--- src/rtl/axi_vga_frame_sequencer.sv ---
// Frame scheduler for the VGA read path: one frame of 4 KiB-safe AXI bursts per vsync, FIFO-space
// throttling and double-buffer page flip. Optional stats counters enabled by AXI_VGA_SEQ_STATS_EN.
module axi_vga_frame_sequencer #(
    parameter int unsigned AXIAddrWidth   = 64,
    parameter int unsigned AXIDataWidth   = 64,
    parameter int unsigned FifoDepth      = 256,
    parameter int unsigned LvlWidth       = 9,
    parameter int unsigned MaxOutstanding = 4
) (
    input  logic                    clk_i,
    input  logic                    rst_ni,
    input  logic                    enable_i,
    input  logic [AXIAddrWidth-1:0] buf0_addr_i,
    input  logic [AXIAddrWidth-1:0] buf1_addr_i,
    input  logic [31:0]             frame_size_i,
    input  logic [7:0]              burst_len_i,
    input  logic                    flip_req_i,
    input  logic                    frame_start_i,
    input  logic [LvlWidth-1:0]     fifo_level_i,
    output logic                    req_valid_o,
    input  logic                    req_ready_i,
    output logic [AXIAddrWidth-1:0] req_addr_o,
    output logic [7:0]              req_len_o,
    input  logic                    burst_done_i,
    output logic                    active_buf_o,
    output logic                    flip_ack_o,
    output logic                    busy_o,
    output logic                    frame_late_o,
    output logic [15:0]             frame_cnt_o,
    output logic [15:0]             late_cnt_o,
    output logic [1:0]              dbg_state_o
);

    localparam int unsigned BpbShift = $clog2(AXIDataWidth / 8);
    localparam int unsigned PtrW     = (MaxOutstanding > 1) ? $clog2(MaxOutstanding) : 1;
    localparam int unsigned OutW     = $clog2(MaxOutstanding + 1);
    localparam int unsigned BeatW    = 9;

    typedef enum logic [1:0] {
        ST_IDLE  = 2'd0,
        ST_WAIT  = 2'd1,
        ST_ISSUE = 2'd2,
        ST_DRAIN = 2'd3
    } state_e;

    state_e                  state_q, state_d;
    logic                    late_pend_q, late_pend_d;
    logic                    flip_pend_q, flip_pend_d;
    logic                    active_buf_q, active_buf_d;
    logic                    flip_ack_q, flip_ack_d;
    logic                    frame_late_q, frame_late_d;
    logic [AXIAddrWidth-1:0] addr_q, addr_d;
    logic [31:0]             remaining_q, remaining_d;
    logic                    req_valid_q, req_valid_d;
    logic [7:0]              req_len_q, req_len_d;
    logic [OutW-1:0]         outstanding_q, outstanding_d;
    logic [LvlWidth-1:0]     inflight_q, inflight_d;
    logic [PtrW-1:0]         wr_ptr_q, wr_ptr_d, rd_ptr_q, rd_ptr_d;
    logic [BeatW-1:0]        len_fifo_q [MaxOutstanding];
    logic [BeatW-1:0]        len_fifo_d [MaxOutstanding];

    logic                    hs, pop;
    logic [BeatW-1:0]        req_beats, beats;
    logic [12:0]             to_4k_bytes, to_4k_beats;
    logic signed [LvlWidth:0] space;
    logic                    space_ok;

    // Handshake: req_valid_o is registered; once high, req_addr_o/req_len_o stay frozen and
    // valid stays high until the cycle req_ready_i is seen, after which it drops for at least one cycle.
    assign hs        = req_valid_q & req_ready_i;
    assign pop       = burst_done_i & (outstanding_q != '0);
    assign req_beats = {1'b0, req_len_q} + 9'd1;

    // Beats of the next burst: limited by burst_len, what is left of the frame and the 4 KiB page.
    always_comb begin
        to_4k_bytes = 13'h1000 - {1'b0, addr_q[11:0]};
        to_4k_beats = to_4k_bytes >> BpbShift;
        beats       = {1'b0, burst_len_i} + 9'd1;
        if (remaining_q < 32'(beats)) beats = remaining_q[BeatW-1:0];
        if (32'(to_4k_beats) < 32'(beats)) beats = to_4k_beats[BeatW-1:0];
        space    = $signed((LvlWidth+1)'(FifoDepth)) - $signed({1'b0, fifo_level_i})
                   - $signed({1'b0, inflight_q});
        space_ok = !space[LvlWidth] && (32'(space[LvlWidth-1:0]) >= 32'(beats));
    end

    always_comb begin
        state_d      = state_q;
        late_pend_d  = late_pend_q;
        flip_pend_d  = flip_pend_q | flip_req_i;
        active_buf_d = active_buf_q;
        flip_ack_d   = 1'b0;
        frame_late_d = 1'b0;
        addr_d       = addr_q;
        remaining_d  = remaining_q;
        req_valid_d  = req_valid_q;
        req_len_d    = req_len_q;

        if (hs) begin
            req_valid_d = 1'b0;
            addr_d      = addr_q + (AXIAddrWidth'(req_beats) << BpbShift);
            remaining_d = remaining_q - 32'(req_beats);
        end

        case (state_q)
            ST_IDLE: begin
                if (enable_i) state_d = ST_WAIT;
            end
            ST_WAIT: begin
                if (!enable_i) begin
                    state_d     = ST_DRAIN;
                    late_pend_d = 1'b0;
                    flip_pend_d = 1'b0;
                end else if (frame_start_i || late_pend_q) begin
                    state_d     = ST_ISSUE;
                    late_pend_d = 1'b0;
                    remaining_d = frame_size_i;
                    if (flip_pend_q || flip_req_i) begin
                        active_buf_d = ~active_buf_q;
                        flip_ack_d   = 1'b1;
                        flip_pend_d  = 1'b0;
                    end
                    addr_d = active_buf_d ? buf1_addr_i : buf0_addr_i;
                end
            end
            ST_ISSUE: begin
                if (!enable_i) begin
                    // A request already on the bus stays valid until accepted.
                    state_d     = ST_DRAIN;
                    late_pend_d = 1'b0;
                    flip_pend_d = 1'b0;
                end else begin
                    if (frame_start_i) begin
                        late_pend_d  = 1'b1;
                        frame_late_d = 1'b1;
                    end
                    if (!req_valid_q) begin
                        if (remaining_q == '0) begin
                            state_d = ST_WAIT;
                        end else if (outstanding_q < OutW'(MaxOutstanding) && space_ok) begin
                            req_valid_d = 1'b1;
                            req_len_d   = 8'(beats - 9'd1);
                        end
                    end
                end
            end
            ST_DRAIN: begin
                if (!req_valid_q && outstanding_q == '0) state_d = ST_IDLE;
            end
            default: state_d = ST_IDLE;
        endcase
    end

    // Burst-length FIFO lets each burst_done_i retire exactly the beats of the oldest burst.
    always_comb begin
        len_fifo_d    = len_fifo_q;
        wr_ptr_d      = wr_ptr_q;
        rd_ptr_d      = rd_ptr_q;
        outstanding_d = outstanding_q;
        inflight_d    = inflight_q;
        if (hs) begin
            len_fifo_d[wr_ptr_q] = req_beats;
            wr_ptr_d      = (wr_ptr_q == PtrW'(MaxOutstanding - 1)) ? '0 : wr_ptr_q + PtrW'(1);
            outstanding_d = outstanding_d + OutW'(1);
            inflight_d    = inflight_d + LvlWidth'(req_beats);
        end
        if (pop) begin
            rd_ptr_d      = (rd_ptr_q == PtrW'(MaxOutstanding - 1)) ? '0 : rd_ptr_q + PtrW'(1);
            outstanding_d = outstanding_d - OutW'(1);
            inflight_d    = inflight_d - LvlWidth'(len_fifo_q[rd_ptr_q]);
        end
    end

    always_ff @(posedge clk_i or negedge rst_ni) begin
        if (!rst_ni) begin
            state_q       <= ST_IDLE;
            late_pend_q   <= 1'b0;
            flip_pend_q   <= 1'b0;
            active_buf_q  <= 1'b0;
            flip_ack_q    <= 1'b0;
            frame_late_q  <= 1'b0;
            addr_q        <= '0;
            remaining_q   <= '0;
            req_valid_q   <= 1'b0;
            req_len_q     <= '0;
            outstanding_q <= '0;
            inflight_q    <= '0;
            wr_ptr_q      <= '0;
            rd_ptr_q      <= '0;
            len_fifo_q    <= '{default: '0};
        end else begin
            state_q       <= state_d;
            late_pend_q   <= late_pend_d;
            flip_pend_q   <= flip_pend_d;
            active_buf_q  <= active_buf_d;
            flip_ack_q    <= flip_ack_d;
            frame_late_q  <= frame_late_d;
            addr_q        <= addr_d;
            remaining_q   <= remaining_d;
            req_valid_q   <= req_valid_d;
            req_len_q     <= req_len_d;
            outstanding_q <= outstanding_d;
            inflight_q    <= inflight_d;
            wr_ptr_q      <= wr_ptr_d;
            rd_ptr_q      <= rd_ptr_d;
            len_fifo_q    <= len_fifo_d;
        end
    end

    assign req_valid_o  = req_valid_q;
    assign req_addr_o   = addr_q;
    assign req_len_o    = req_len_q;
    assign active_buf_o = active_buf_q;
    assign flip_ack_o   = flip_ack_q;
    assign frame_late_o = frame_late_q;
    assign busy_o       = (state_q != ST_IDLE) || (outstanding_q != '0);
    assign dbg_state_o  = state_q;

`ifdef AXI_VGA_SEQ_STATS_EN
    logic [15:0] frame_cnt_q, frame_cnt_d;
    logic [15:0] late_cnt_q, late_cnt_d;
    logic        frame_evt;

    always_comb begin
        frame_evt   = (state_q == ST_WAIT) && enable_i && (frame_start_i || late_pend_q);
        frame_cnt_d = frame_cnt_q + (frame_evt ? 16'd1 : 16'd0);
        late_cnt_d  = late_cnt_q;
        if (frame_late_d && late_cnt_q != 16'hFFFF) late_cnt_d = late_cnt_q + 16'd1;
    end

    always_ff @(posedge clk_i or negedge rst_ni) begin
        if (!rst_ni) begin
            frame_cnt_q <= '0;
            late_cnt_q  <= '0;
        end else begin
            frame_cnt_q <= frame_cnt_d;
            late_cnt_q  <= late_cnt_d;
        end
    end

    assign frame_cnt_o = frame_cnt_q;
    assign late_cnt_o  = late_cnt_q;
`else
    assign frame_cnt_o = '0;
    assign late_cnt_o  = '0;
`endif

endmodule
--- config.mk ---
export PLATFORM = sky130hd
export DESIGN_NAME = axi_vga_frame_sequencer
export DESIGN_NICKNAME = d
export VERILOG_FILES = /design/src/rtl/axi_vga_frame_sequencer.sv
export SDC_FILE = /design/constraint.sdc
export NUM_CORES = 1
export LEC_CHECK = 0
export BUFFER_PORTS_ARGS = -buffer_cell sky130_fd_sc_hd__buf_2
export CORE_UTILIZATION = 30
export DETAILED_ROUTE_END_ITERATION = 12
export HOLD_SLACK_MARGIN = 0.08
export PLACE_DENSITY = 0.55
export SLEW_MARGIN = 20
export SYNTH_ARGS = -nofsm -noshare
export SYNTH_HDL_FRONTEND = slang
export SYNTH_SLANG_ARGS = --single-unit
--- constraint.sdc ---
create_clock -name clk_i -period 8 [get_ports clk_i]
set_clock_uncertainty 0.15 [all_clocks]
set_input_delay 1.6 -clock clk_i [delete_from_list [all_inputs] [get_ports clk_i]]
set_output_delay 1.6 -clock clk_i [all_outputs]
set_load 0.1 [all_outputs]
==> impl_metrics.sql, run 1 <==
INSERT INTO impl_metrics (metric_group, metric, value, unit) VALUES
('sta', 'timing_max_transition_violations_final', '0', ''),
('sta', 'timing.slew.headroom', '24.2', '%'),
('setup_path', 'worstPathArrival', '7.81', 'ns'),
('synth', 'ys_seq_area_share', '33.7', '%'),
('setup_path', 'worstReg2RegEnd', 'req_len_o[2]', ''),
('sta', 'min_clock_period_post_route', '7.64', 'ns'),
('placement', 'post_dp_cell_area', '14000', 'um2'),
('synth', 'synth_flop_cell', 'dfrtp_1', ''),
('min_path', 'whs_path_depth', '1', ''),
('grt', 'first_global_vias', '11000', ''),
('floorplan', 'core_region_area', '39900', 'um2'),
('floorplan', 'die_height', '204', 'um'),
('synth', 'synth_async_sr_flop_share', '100', '%'),
('drt', 'post_drt_wl_per_cell', '17.8', 'um'),
('synth', 'synth_compound_gate_area_share', '14.5', '%'),
('drt', 'route.antenna.remaining_nets', '0', ''),
('sta', 'max_slew.worst_pin.slew', '1.13', 'ns'),
('setup_path', 'r2r_setup_slack', '1.46', 'ns'),
('drt', 'vias_per_cell', '4.98', ''),
('layout', 'post_route_cells_drive_above_1_share', '20.5', '%'),
('layout', 'postLayoutCoreUtil', '36.5', '%'),
('clock_tree', 'cts-root-to-sink-buffers', '2', ''),
('setup_path', 'crit_end', 'req_len_o[2]', ''),
('setup_path', 'critical_path_required', '8.17', 'ns'),
('synth', 'adder_cell_fraction_of_synth_area', '9.96', '%'),
('sta', 'grt_setup_unrepaired', 'no', ''),
('drt', 'route.final.wire_length', '39.5', 'mm'),
('floorplan', 'die-area', '41400', 'um2'),
('setup_path', 'r2r.worst_path.cells', '18', ''),
('drt', 'drt_iter0_drc', '497', ''),
('synth', 'yosys.area_share.simple', '22.1', '%'),
('sta', 'layout_worst_path_cycle_share', '95.4', '%'),
('min_path', 'timing.hold.worst.class', 'reg2reg', ''),
('grt', 'wire_length_of_the_first_global_routing_pass', '61.0', 'mm'),
('drt', 'first_pass_iters', '5', ''),
('synth', 'synth.ff_latch_count', '164', ''),
('setup_path', 'end_kind', 'register', ''),
('synth', 'synth.area.mux_share', '4.62', '%'),
('flow_run', 'maxCapViolations', '0', ''),
('floorplan', 'floorplan.rows', '73', ''),
('sta', 'final_setup_violation_count', '0', ''),
('synth', 'postSynthCellCount', '1442', ''),
('grt', 'grt.overflow.total', '0', ''),
('synth', 'yosys.cell_count.top_type', 'nand2_1', ''),
('setup_path', 'cp_class', 'in2reg', ''),
('grt', 'grtUsageTotal', '19.1', '%'),
('sta', 'fmax', '131', 'MHz'),
('sta', 'final-hold-violation-count', '0', ''),
('synth', 'ys_warn_count', '0', ''),
('floorplan', 'die_x', '204', 'um'),
('setup_path', 'crit_fanout', '10', ''),
('synth', 'synthTopCellsByArea', 'dfrtp_1 (34%), ha_1 (9.1%), nand2_1 (7.7%)', ''),
('synth', 'largest_area_contributor_in_the_synthesized_netlist', 'dfrtp_1', ''),
('synth', 'syn-mean-instance-area', '8.45', 'um2'),
('clock_tree', 'cts.repair.resized', '0', ''),
('drt', 'via_count', '11100', ''),
('sta', 'holdWs', '0.330', 'ns'),
('clock_tree', 'htree_depth', '4', ''),
('clock_tree', 'post_cts.repair.setup_buffers', '0', ''),
('layout', 'nets', '1961', ''),
('synth', 'yosys.cell_types.count', '69', ''),
('outcome', 'outcome', 'complete, no violations', ''),
('clock_tree', 'worst_setup_hold_path_clk_slew', '0.07', 'ns'),
('placement', 'port_buffers', '262', ''),
('synth', 'syn_area', '12200', 'um2'),
('clock_tree', 'numClockSinks', '164', ''),
('synth', 'largest_family_of_logic_cells_by_synthesized_area', 'simple AND/OR/NAND/NOR gates', ''),
('setup_path', 'critPathLaunch', 'burst_len_i[0]', ''),
('synth', 'synth-edff-count', '0', ''),
('clock_tree', 'cts_tree', 'yes', ''),
('setup_path', 'critical_path.startpoint_type', 'input port', '');
## sequential cells by signal (all words and copies together) (netlist names), 2 cells and up
signal / flops
req_len_o: 8
outstanding_q: 3
req_addr_o: 64
rd_ptr_q: 2
inflight_q: 9
len_fifo_q: 36
dbg_state_o: 2
wr_ptr_q: 2
remaining_q: 32
## layer usage
layer  global-route usage [%]  vias up  routed length, um
met1                     24.1     5284              17400
met4                     6.58        4               1060
met5                        0        -                 23
met3                     4.28       57               2120
met2                     32.1      275              18800
li1                         -     5443                  -
## cell families after synthesis
kind of cell               Yosys count
xor gates and xnor gates           120
DFF                                164
buffers and inverters              178
adders and majority gates           94
other                                1
and+or+nand+nor                    550
AOI/OAI and AO/OA                  295
muxes                               40
## stage by stage
stage	TNS, ns	setup slack [ns]	std cells
after floorplan	0	0.803	1473
after global placement	0	0.0728	2188
after detailed placement	-0.213	-0.0472	2189
after CTS	0	0.377	2221
after global routing	0	0.0861	2223
final	0	0.365	2223
## cell type report
| cell class | count | area (um2) |
|---|---|---|
| Sequential cell | 164 | 4100 |
| Inverter | 93 | 349 |
| Tap cell | 525 | 657 |
| Antenna cell | 2 | 5.00 |
| Timing Repair Buffer | 276 | 1450 |
| Multi-Input combinational cell | 1131 | 7450 |
| Clock inverter | 11 | 116 |
| Fill cell | 4157 | 25300 |
| Clock buffer | 21 | 450 |
## critical path: stages
cell and delay (ns):
buf_2 0.13, ha_1 0.26, nand3_1 0.11, xor2_1 0.29, ha_1 0.30, o211ai_1 0.09
nor2_1 0.07, a221oi_1 0.34, o311ai_1 0.27, nor2_4 0.32, mux2i_1 0.32, ha_1 0.30
a21o_1 0.18, a21o_1 0.17, a211oi_1 0.37, o211ai_2 0.21, a31oi_4 0.39, mux2_2 0.43
ha_1 0.31, and4_1 0.29, nand4b_1 0.17, a41oi_4 0.53, mux2_4 0.35
## worst min path at each step
stage	slack [ns]	endpoint	from
floorplan	0.29	len_fifo_q[10]	len_fifo_q[10]
global placement	0.31	len_fifo_q[9]	len_fifo_q[9]
detailed placement	0.32	len_fifo_q[0]	len_fifo_q[0]
CTS	0.33	inflight_q[8]	inflight_q[8]
global route	0.35	len_fifo_q[11]	len_fifo_q[11]
finish	0.33	inflight_q[8]	inflight_q[8]
## cell usage in the layout, fill, tap and decap left out, types with 6 or more instances in the layout
master	instances
buf_2	261
nand2_1	249
dfrtp_1	164
o21ai_0	101
inv_1	93
ha_1	89
a21oi_1	84
and3_1	70
nor2_1	61
xor2_1	61
xnor2_1	57
nand3_1	48
a31oi_1	33
conb_1	32
nand4_1	24
a21o_1	20
or3_1	19
mux2i_1	18
clkbuf_16	17
nor4_1	14
nor3_1	14
o21bai_1	14
buf_4	12
and2_1	10
mux4_2	9
a211oi_1	8
and4_1	6
mux2_2	6
mux2_4	6
Power of run 1 is not shown: default switching activity piles up to over one toggle a cycle in this logic, so the estimate is an artifact.
==> run 2, diff against run 1 <==
--- a/config.mk
+++ b/config.mk
@@ -7,4 +7,5 @@
 export LEC_CHECK = 0
 export BUFFER_PORTS_ARGS = -buffer_cell sky130_fd_sc_hd__buf_2
+export CORE_ASPECT_RATIO = 1.2
 export CORE_UTILIZATION = 30
 export DETAILED_ROUTE_END_ITERATION = 12
==> constraint.sdc (replaced) <==
create_clock -name clk_i -period 8 [get_ports clk_i]
set_clock_uncertainty 0.15 [all_clocks]
set_input_delay 0.4 -clock clk_i [delete_from_list [all_inputs] [get_ports clk_i]]
set_output_delay 0.4 -clock clk_i [all_outputs]
set_load 0.1 [all_outputs]
==> run 2 against run 1 <==
Worst hold slack got worse by 0.23 ns. Critical endpoint is now req_len_o[7]. Final cell count rose by 2.7%. Sequential share of layout area is 1.0 points lower. Maximum frequency increased by 15%. Clock-buffer cell count is 2 lower. Critical path type is now reg2reg.
==> impl_metrics.sql, run 2 (same netlist as run 1, synthesis figures left out) <==
INSERT INTO impl_metrics (metric_group, metric, value, unit) VALUES
('setup_path', 'cp_cell_sequence', 'or3_4 > or2_4 > nor4_4 > nand3b_2 > nor2_4 > mux2i_1 > ha_1 > a21o_1 > a21o_1 > a211oi_1 > o211ai_2 > a31oi_4 > mux2i_1 > ha_1 > nand3_1 > a21oi_1 > nand4b_1 > a41oi_4 > mux2_4', ''),
('sta', 'final_setup_violation_count', '0', ''),
('setup_path', 'end_kind', 'register', ''),
('layout', 'largest_register_ff_count', '64', ''),
('grt', 'grt_antenna_before_repair', '2', ''),
('setup_path', 'crit_fanout', '13', ''),
('sta', 'max_slew.worst_pin.slew', '0.954', 'ns'),
('clock_tree', 'cts-hold-fix-buffers', '51', ''),
('setup_path', 'cp_top_family', 'compound AO/OA/AOI/OAI gates', ''),
('clock_tree', 'cts-root-to-sink-buffers', '2', ''),
('floorplan', 'start_util', '30.5', '%'),
('min_path', 'timing.hold.worst.class', 'in2reg', ''),
('sta', 'totalNegativeSetupSlack', '0', 'ns'),
('sta', 'final-hold-violation-count', '0', ''),
('grt', 'grtUsageTotal', '19.6', '%'),
('clock_tree', 'cts.repair.resized', '0', ''),
('sta', 'timing.slew.headroom', '36.4', '%'),
('drt', 'route.final.wire_length', '39.6', 'mm'),
('grt', 'grt_start_max_net_pins', '110', ''),
('floorplan', 'die-area', '41400', 'um2'),
('setup_path', 'critical_path_required', '8.19', 'ns'),
('clock_tree', 'post_cts.repair.setup_buffers', '0', ''),
('power', 'p_leak', '0.00712', 'uW'),
('grt', 'grt.overflow.total', '0', ''),
('floorplan', 'core_region_area', '39900', 'um2'),
('layout', 'nets', '2013', ''),
('drt', 'drt_iter0_drc', '445', ''),
('drt', 'post_drt_wl_per_cell', '17.4', 'um'),
('drt', 'via_count', '11200', ''),
('setup_path', 'crit_path_max_incr_delay', '0.52', 'ns'),
('layout', 'layout.cells.most_common', 'buf_2', ''),
('outcome', 'outcome', 'complete, no violations', ''),
('drt', 'vias_per_cell', '4.89', ''),
('setup_path', 'timing.critical_path.buf_inv', '0', ''),
('power', 'power_density', '495', 'nW/um2'),
('placement', 'port_buffers', '262', ''),
('sta', 'grt_setup_unrepaired', 'no', ''),
('layout', 'final_cell_mix', 'buf_2 (261), nand2_1 (249), dfrtp_1 (164), o21ai_0 (101), inv_1 (93)', ''),
('grt', 'first_global_vias', '11100', ''),
('sta', 'min_clock_period_post_route', '6.62', 'ns'),
('flow_run', 'maxCapViolations', '0', ''),
('power', 'vdd_drop_max', '0.000270', 'V'),
('clock_tree', 'cts_root_buffer', 'clkbuf_16', ''),
('setup_path', 'cp_class', 'reg2reg', ''),
('layout', 'postLayoutCoreUtil', '37.9', '%'),
('layout', 'post_route_cells_drive_above_1_share', '20.1', '%'),
('sta', 'holdWs', '0.0984', 'ns'),
('clock_tree', 'clk_latency', '0.45', 'ns'),
('power', 'fin_total_pwr', '7480', 'uW'),
('sta', 'fmax', '151', 'MHz'),
('setup_path', 'critical_path.startpoint_type', 'register', ''),
('setup_path', 'r2r_setup_slack', '1.38', 'ns'),
('placement', 'finalWeightedCongestion', '0.871', ''),
('grt', 'wire_length_of_the_first_global_routing_pass', '61.9', 'mm'),
('layout', 'fillCellCount', '4128', ''),
('floorplan', 'die_height', '223', 'um'),
('placement', 'placed_wire_length_estimate_after_detailed_placement', '30.1', 'mm'),
('sta', 'layout_worst_path_cycle_share', '82.8', '%'),
('layout', 'syn_to_final_growth', '24.2', '%'),
('setup_path', 'crit_path_top_delay_cell', 'mux2i_1', ''),
('clock_tree', 'worst_setup_hold_path_clk_slew', '0.08', 'ns'),
('clock_tree', 'htree_depth', '4', ''),
('floorplan', 'floorplan.rows', '80', ''),
('clock_tree', 'cts_tree', 'yes', ''),
('clock_tree', 'numClockSinks', '164', ''),
('floorplan', 'die_x', '186', 'um'),
('layout', 'final_cell_area', '15100', 'um2'),
('clock_tree', 'tritoncts_buffers', '17', ''),
('drt', 'first_pass_iters', '5', ''),
('drt', 'route.antenna.remaining_nets', '0', ''),
('drt', 'drc', '0', ''),
('setup_path', 'worstPathArrival', '6.81', 'ns'),
('placement', 'post_dp_cell_area', '14000', 'um2'),
('sta', 'timing_max_transition_violations_final', '0', ''),
('floorplan', 'floorplan.io_pins', '295', '');
-- run 2: changes by cell type in the layout (fill, tap and decap cells not counted), moves of 2 or more --
cell,delta
dlygate4sd3_1,+51
buf_4,+3
buf_12,-2
bufinv_16,+2
clkbuf_1,-3
-- run 2: power breakdown --
group	leakage, uW	switching (uW)	internal, uW
Combinational	0.00482	3440	1500
Sequential	0.00200	466	1180
Clock	0.000302	386	513
Total	0.00712	4290	3190
-- run 2: worst paths after layout --
path / from / to / cells after the start
hold / removal: buf0_addr_i[5] / req_addr_o[5] / 3
hold reg to reg: len_fifo_q[15] / len_fifo_q[15] / 2
setup reg to reg: remaining_q[16] / req_len_o[7] / 19
setup / recovery: remaining_q[16] / req_len_o[7] / 19
min in group asynchronous: rst_ni / req_len_o[4] / 2
max in group asynchronous: rst_ni / req_addr_o[17] / 4
-- run 2: worst register-to-register path: cells and delay by family, from the launching register on --
kind | cells | cell delay (ns)
flip-flops | 1 | 0.42
AO/OA/AOI/OAI | 7 | 2.22
multiplexers | 3 | 1.17
adder cells (fa/ha/maj) | 2 | 0.56
AND/OR/NAND/NOR | 7 | 1.99
-- run 2: layout make-up --
class / instances / area [um2] / area share [%]
antenna: 1 / 2.50 / 0.0165
timing repair buffer: 328 / 1940 / 12.8
inverter: 93 / 349 / 2.31
tap: 533 / 667 / 4.41
sequential: 164 / 4100 / 27.1
clock inverter: 13 / 170 / 1.12
multi-input combinational: 1131 / 7440 / 49.2
clock buffer: 19 / 453 / 2.99
-- run 2: per-stage QoR --
stage,cells,worst slack [ns]
final,2282,1.38
after global routing,2281,0.960
after CTS,2281,1.45
after detailed placement,2198,1.08
after global placement,2198,1.18
after floorplan,1473,2.00
-- run 2: routing by layer --
| layer | wire length, um | vias to the layer above | track usage, % | part of all wire, % |
|---|---|---|---|---|
| li1 | - | 5528 | - | - |
| met2 | 19900 | 313 | 34.0 | 50 |
| met4 | 807 | 2 | 5.74 | 2.0 |
| met1 | 17100 | 5282 | 24.6 | 43 |
| met5 | 10 | - | 0 | 0.025 |
| met3 | 1790 | 42 | 3.47 | 4.5 |
No activity file was read; power rests on OpenSTA's default activity.
==> run 3, diff against run 2 <==
- ABC_AREA: default -> 1
- PLACE_DENSITY: 0.55 -> 0.54
- clock period: 8 -> 6.4 ns (I/O delays scaled with it)
==> run 3 against run 2 <==
First-iteration DRC count up 88%. Clock power up 23%. Total power increased by 28%.
==> impl_metrics.sql, run 3 <==
INSERT INTO impl_metrics (metric_group, metric, value, unit) VALUES
('synth', 'yosys.cell_count.top_type', 'nand2_1', ''),
('power', 'power_density', '572', 'nW/um2'),
('floorplan', 'core_region_area', '42700', 'um2'),
('sta', 'timing_max_transition_violations_final', '0', ''),
('sta', 'final-hold-violation-count', '0', ''),
('drt', 'route.final.wire_length', '45.6', 'mm'),
('clock_tree', 'htree_depth', '4', ''),
('clock_tree', 'cts-hold-fix-buffers', '135', ''),
('grt', 'grt_start_max_net_pins', '92', ''),
('synth', 'postSynthCellCount', '1860', ''),
('sta', 'final_setup_violation_count', '0', ''),
('drt', 'via_count', '13600', ''),
('clock_tree', 'tritoncts_buffers', '17', ''),
('setup_path', 'critPathMostFrequentCell', 'nand2_1', ''),
('drt', 'drc', '0', ''),
('floorplan', 'die-area', '44100', 'um2'),
('drt', 'post_drt_wl_per_cell', '16.3', 'um'),
('placement', 'port_buffers', '262', ''),
('clock_tree', 'clk_latency', '0.45', 'ns'),
('grt', 'grtUsageTotal', '21.0', '%'),
('clock_tree', 'cts_tree', 'yes', ''),
('synth', 'ys_seq_area_share', '31.6', '%'),
('synth', 'ys_warn_count', '0', ''),
('layout', 'largest_register_ff_count', '64', ''),
('grt', 'grt_antenna_before_repair', '8', ''),
('floorplan', 'die_height', '230', 'um'),
('synth', 'syn_area', '13000', 'um2'),
('synth', 'syn-mean-instance-area', '6.97', 'um2'),
('sta', 'holdWs', '0.101', 'ns'),
('clock_tree', 'cts.repair.resized', '0', ''),
('sta', 'grt_setup_unrepaired', 'no', ''),
('power', 'vdd_drop_max', '0.000379', 'V'),
('synth', 'yosys.cell_types.count', '55', ''),
('setup_path', 'cp_class', 'reg2reg', ''),
('sta', 'timing.slew.headroom', '19.4', '%'),
('clock_tree', 'numClockSinks', '164', ''),
('layout', 'post_route_cells_drive_above_1_share', '15.6', '%'),
('layout', 'final_cell_mix', 'nand2_1 (441), inv_1 (272), buf_2 (261), o21ai_0 (169), dfrtp_1 (164)', ''),
('sta', 'layout_worst_path_cycle_share', '84.3', '%'),
('synth', 'synth.ff_latch_count', '164', ''),
('grt', 'first_global_vias', '13300', ''),
('drt', 'vias_per_cell', '4.86', ''),
('setup_path', 'crit_path_max_incr_delay', '0.60', 'ns'),
('clock_tree', 'cts_root_buffer', 'clkbuf_16', ''),
('clock_tree', 'post_cts.repair.setup_buffers', '0', ''),
('placement', 'placed_wire_length_estimate_after_detailed_placement', '35.1', 'mm'),
('sta', 'fmax', '185', 'MHz'),
('setup_path', 'end_kind', 'register', ''),
('sta', 'totalNegativeSetupSlack', '0', 'ns'),
('floorplan', 'start_util', '30.4', '%'),
('layout', 'nets', '2508', ''),
('synth', 'synth_flop_cell', 'dfrtp_1', ''),
('synth', 'synthTopCellsByArea', 'dfrtp_1 (32%), nand2_1 (13%), ha_1 (8.6%)', ''),
('floorplan', 'die_x', '192', 'um'),
('drt', 'first_pass_iters', '8', ''),
('setup_path', 'critical_path.startpoint_type', 'register', ''),
('layout', 'syn_to_final_growth', '28.7', '%'),
('synth', 'synth_async_sr_flop_share', '100', '%'),
('power', 'p_leak', '0.00834', 'uW'),
('sta', 'min_clock_period_post_route', '5.40', 'ns'),
('layout', 'layout.cells.most_common', 'nand2_1', ''),
('synth', 'largest_area_contributor_in_the_synthesized_netlist', 'dfrtp_1', ''),
('setup_path', 'worstPathArrival', '5.64', 'ns'),
('synth', 'yosysTopAreaCellShare', '31.6', '%'),
('sta', 'max_slew.worst_pin.slew', '1.19', 'ns'),
('drt', 'drt_iter0_drc', '836', ''),
('outcome', 'outcome', 'complete, no violations', ''),
('clock_tree', 'cts-root-to-sink-buffers', '2', ''),
('floorplan', 'floorplan.io_pins', '295', ''),
('synth', 'netlist_top_cells_count', 'nand2_1 (442), inv_1 (273), o21ai_0 (169), dfrtp_1 (164), nor2_1 (150)', ''),
('synth', 'synth-edff-count', '0', ''),
('placement', 'finalWeightedCongestion', '0.929', ''),
('setup_path', 'crit_fanout', '10', ''),
('min_path', 'timing.hold.worst.class', 'in2reg', ''),
('drt', 'route.antenna.remaining_nets', '0', ''),
('grt', 'wire_length_of_the_first_global_routing_pass', '71.7', 'mm'),
('grt', 'grt.overflow.total', '0', ''),
('floorplan', 'floorplan.rows', '83', ''),
('setup_path', 'critical_path_required', '6.64', 'ns'),
('setup_path', 'crit_path_top_delay_cell', 'dfrtp_1', ''),
('flow_run', 'maxCapViolations', '0', ''),
('layout', 'fillCellCount', '4561', ''),
('clock_tree', 'worst_setup_hold_path_clk_slew', '0.07', 'ns');
## run 3: cell types whose count changed after synthesis, moves of 13 or more
cell,before,now
a21oi_1,84,101
nand3_1,48,102
o22ai_1,1,14
inv_1,93,273
nand2_1,249,442
mux2i_1,18,5
nor3_1,14,39
nor2_1,62,150
a21o_1,20,3
and3_1,70,2
a31oi_1,33,7
xnor2_1,58,25
o21ai_0,101,169
or3_1,19,2
## run 3: power breakdown
| part | switching, uW | internal (uW) | total [uW] |
|---|---|---|---|
| sequential | 605 | 1490 | 2090 |
| combinational | 4540 | 1800 | 6340 |
| clock | 486 | 627 | 1110 |
| total | 5630 | 3910 | 9540 |
## run 3: layout make-up
cell class / instances / area [um2] / share of cell area (%)
multi-input combinational: 1367 / 7500 / 45.0
sequential: 164 / 4100 / 24.6
timing repair buffer: 404 / 2720 / 16.3
inverter: 276 / 1040 / 6.22
tap: 552 / 691 / 4.14
clock buffer: 18 / 429 / 2.57
clock inverter: 14 / 191 / 1.15
antenna: 3 / 7.51 / 0.0450
## run 3: cell families after synthesis
kind of cell               Yosys count  share of synthesized area (%)
muxes                                5                          0.386
and+or+nand+nor                    812                           26.8
adders and majority gates           94                           9.36
other                                1                         0.0289
buffers and inverters              360                           11.5
DFF                                164                           31.6
AOI/OAI and AO/OA                  346                           15.1
xor gates and xnor gates            78                           5.27
## run 3: per-stage QoR
step	utilization, %	cells	setup WS (ns)	total power [uW]	instance area (um2)
final	39.1	2798	1.00	9540	16700
after global routing	39.1	2796	0.564	10300	16700
after CTS	39.1	2795	1.12	9590	16700
after detailed placement	34.5	2628	1.15	8260	14700
after global placement	34.5	2628	1.30	8190	14700
after floorplan	-	1891	1.74	6770	13100
## run 3: critical path: cells and delay by family, from the launching register on
kind,cells,cell delay [ns]
adder cells (fa/ha/maj),2,0.49
buffers and inverters,4,0.96
AND/OR/NAND/NOR,14,2.20
AO/OA/AOI/OAI,5,0.95
flip-flops,1,0.60
## run 3: per-layer routing
metal	global-route usage, %	routed length [um]	vias up
li1	-	-	6753
met1	26.3	19800	6374
met2	36.7	22600	408
met3	3.72	2380	52
met4	5.11	773	8
met5	0	42	-
## run 3: path summary, 6_finish.rpt
| check | startpoint | to | slack, ns | depth (start not counted) |
|---|---|---|---|---|
| worst max-delay path | req_len_o[0] | req_addr_o[54] | 1.00 | 25 |
| worst min-delay path | buf0_addr_i[10] | req_addr_o[10] | 0.10 | 3 |
| worst max register to register | req_len_o[0] | req_addr_o[54] | 1.00 | 25 |
| worst min register to register | len_fifo_q[4] | len_fifo_q[4] | 0.34 | 2 |
| max in group asynchronous | rst_ni | req_len_o[3] | 4.16 | 3 |
| min in group asynchronous | rst_ni | remaining_q[24] | 0.37 | 2 |
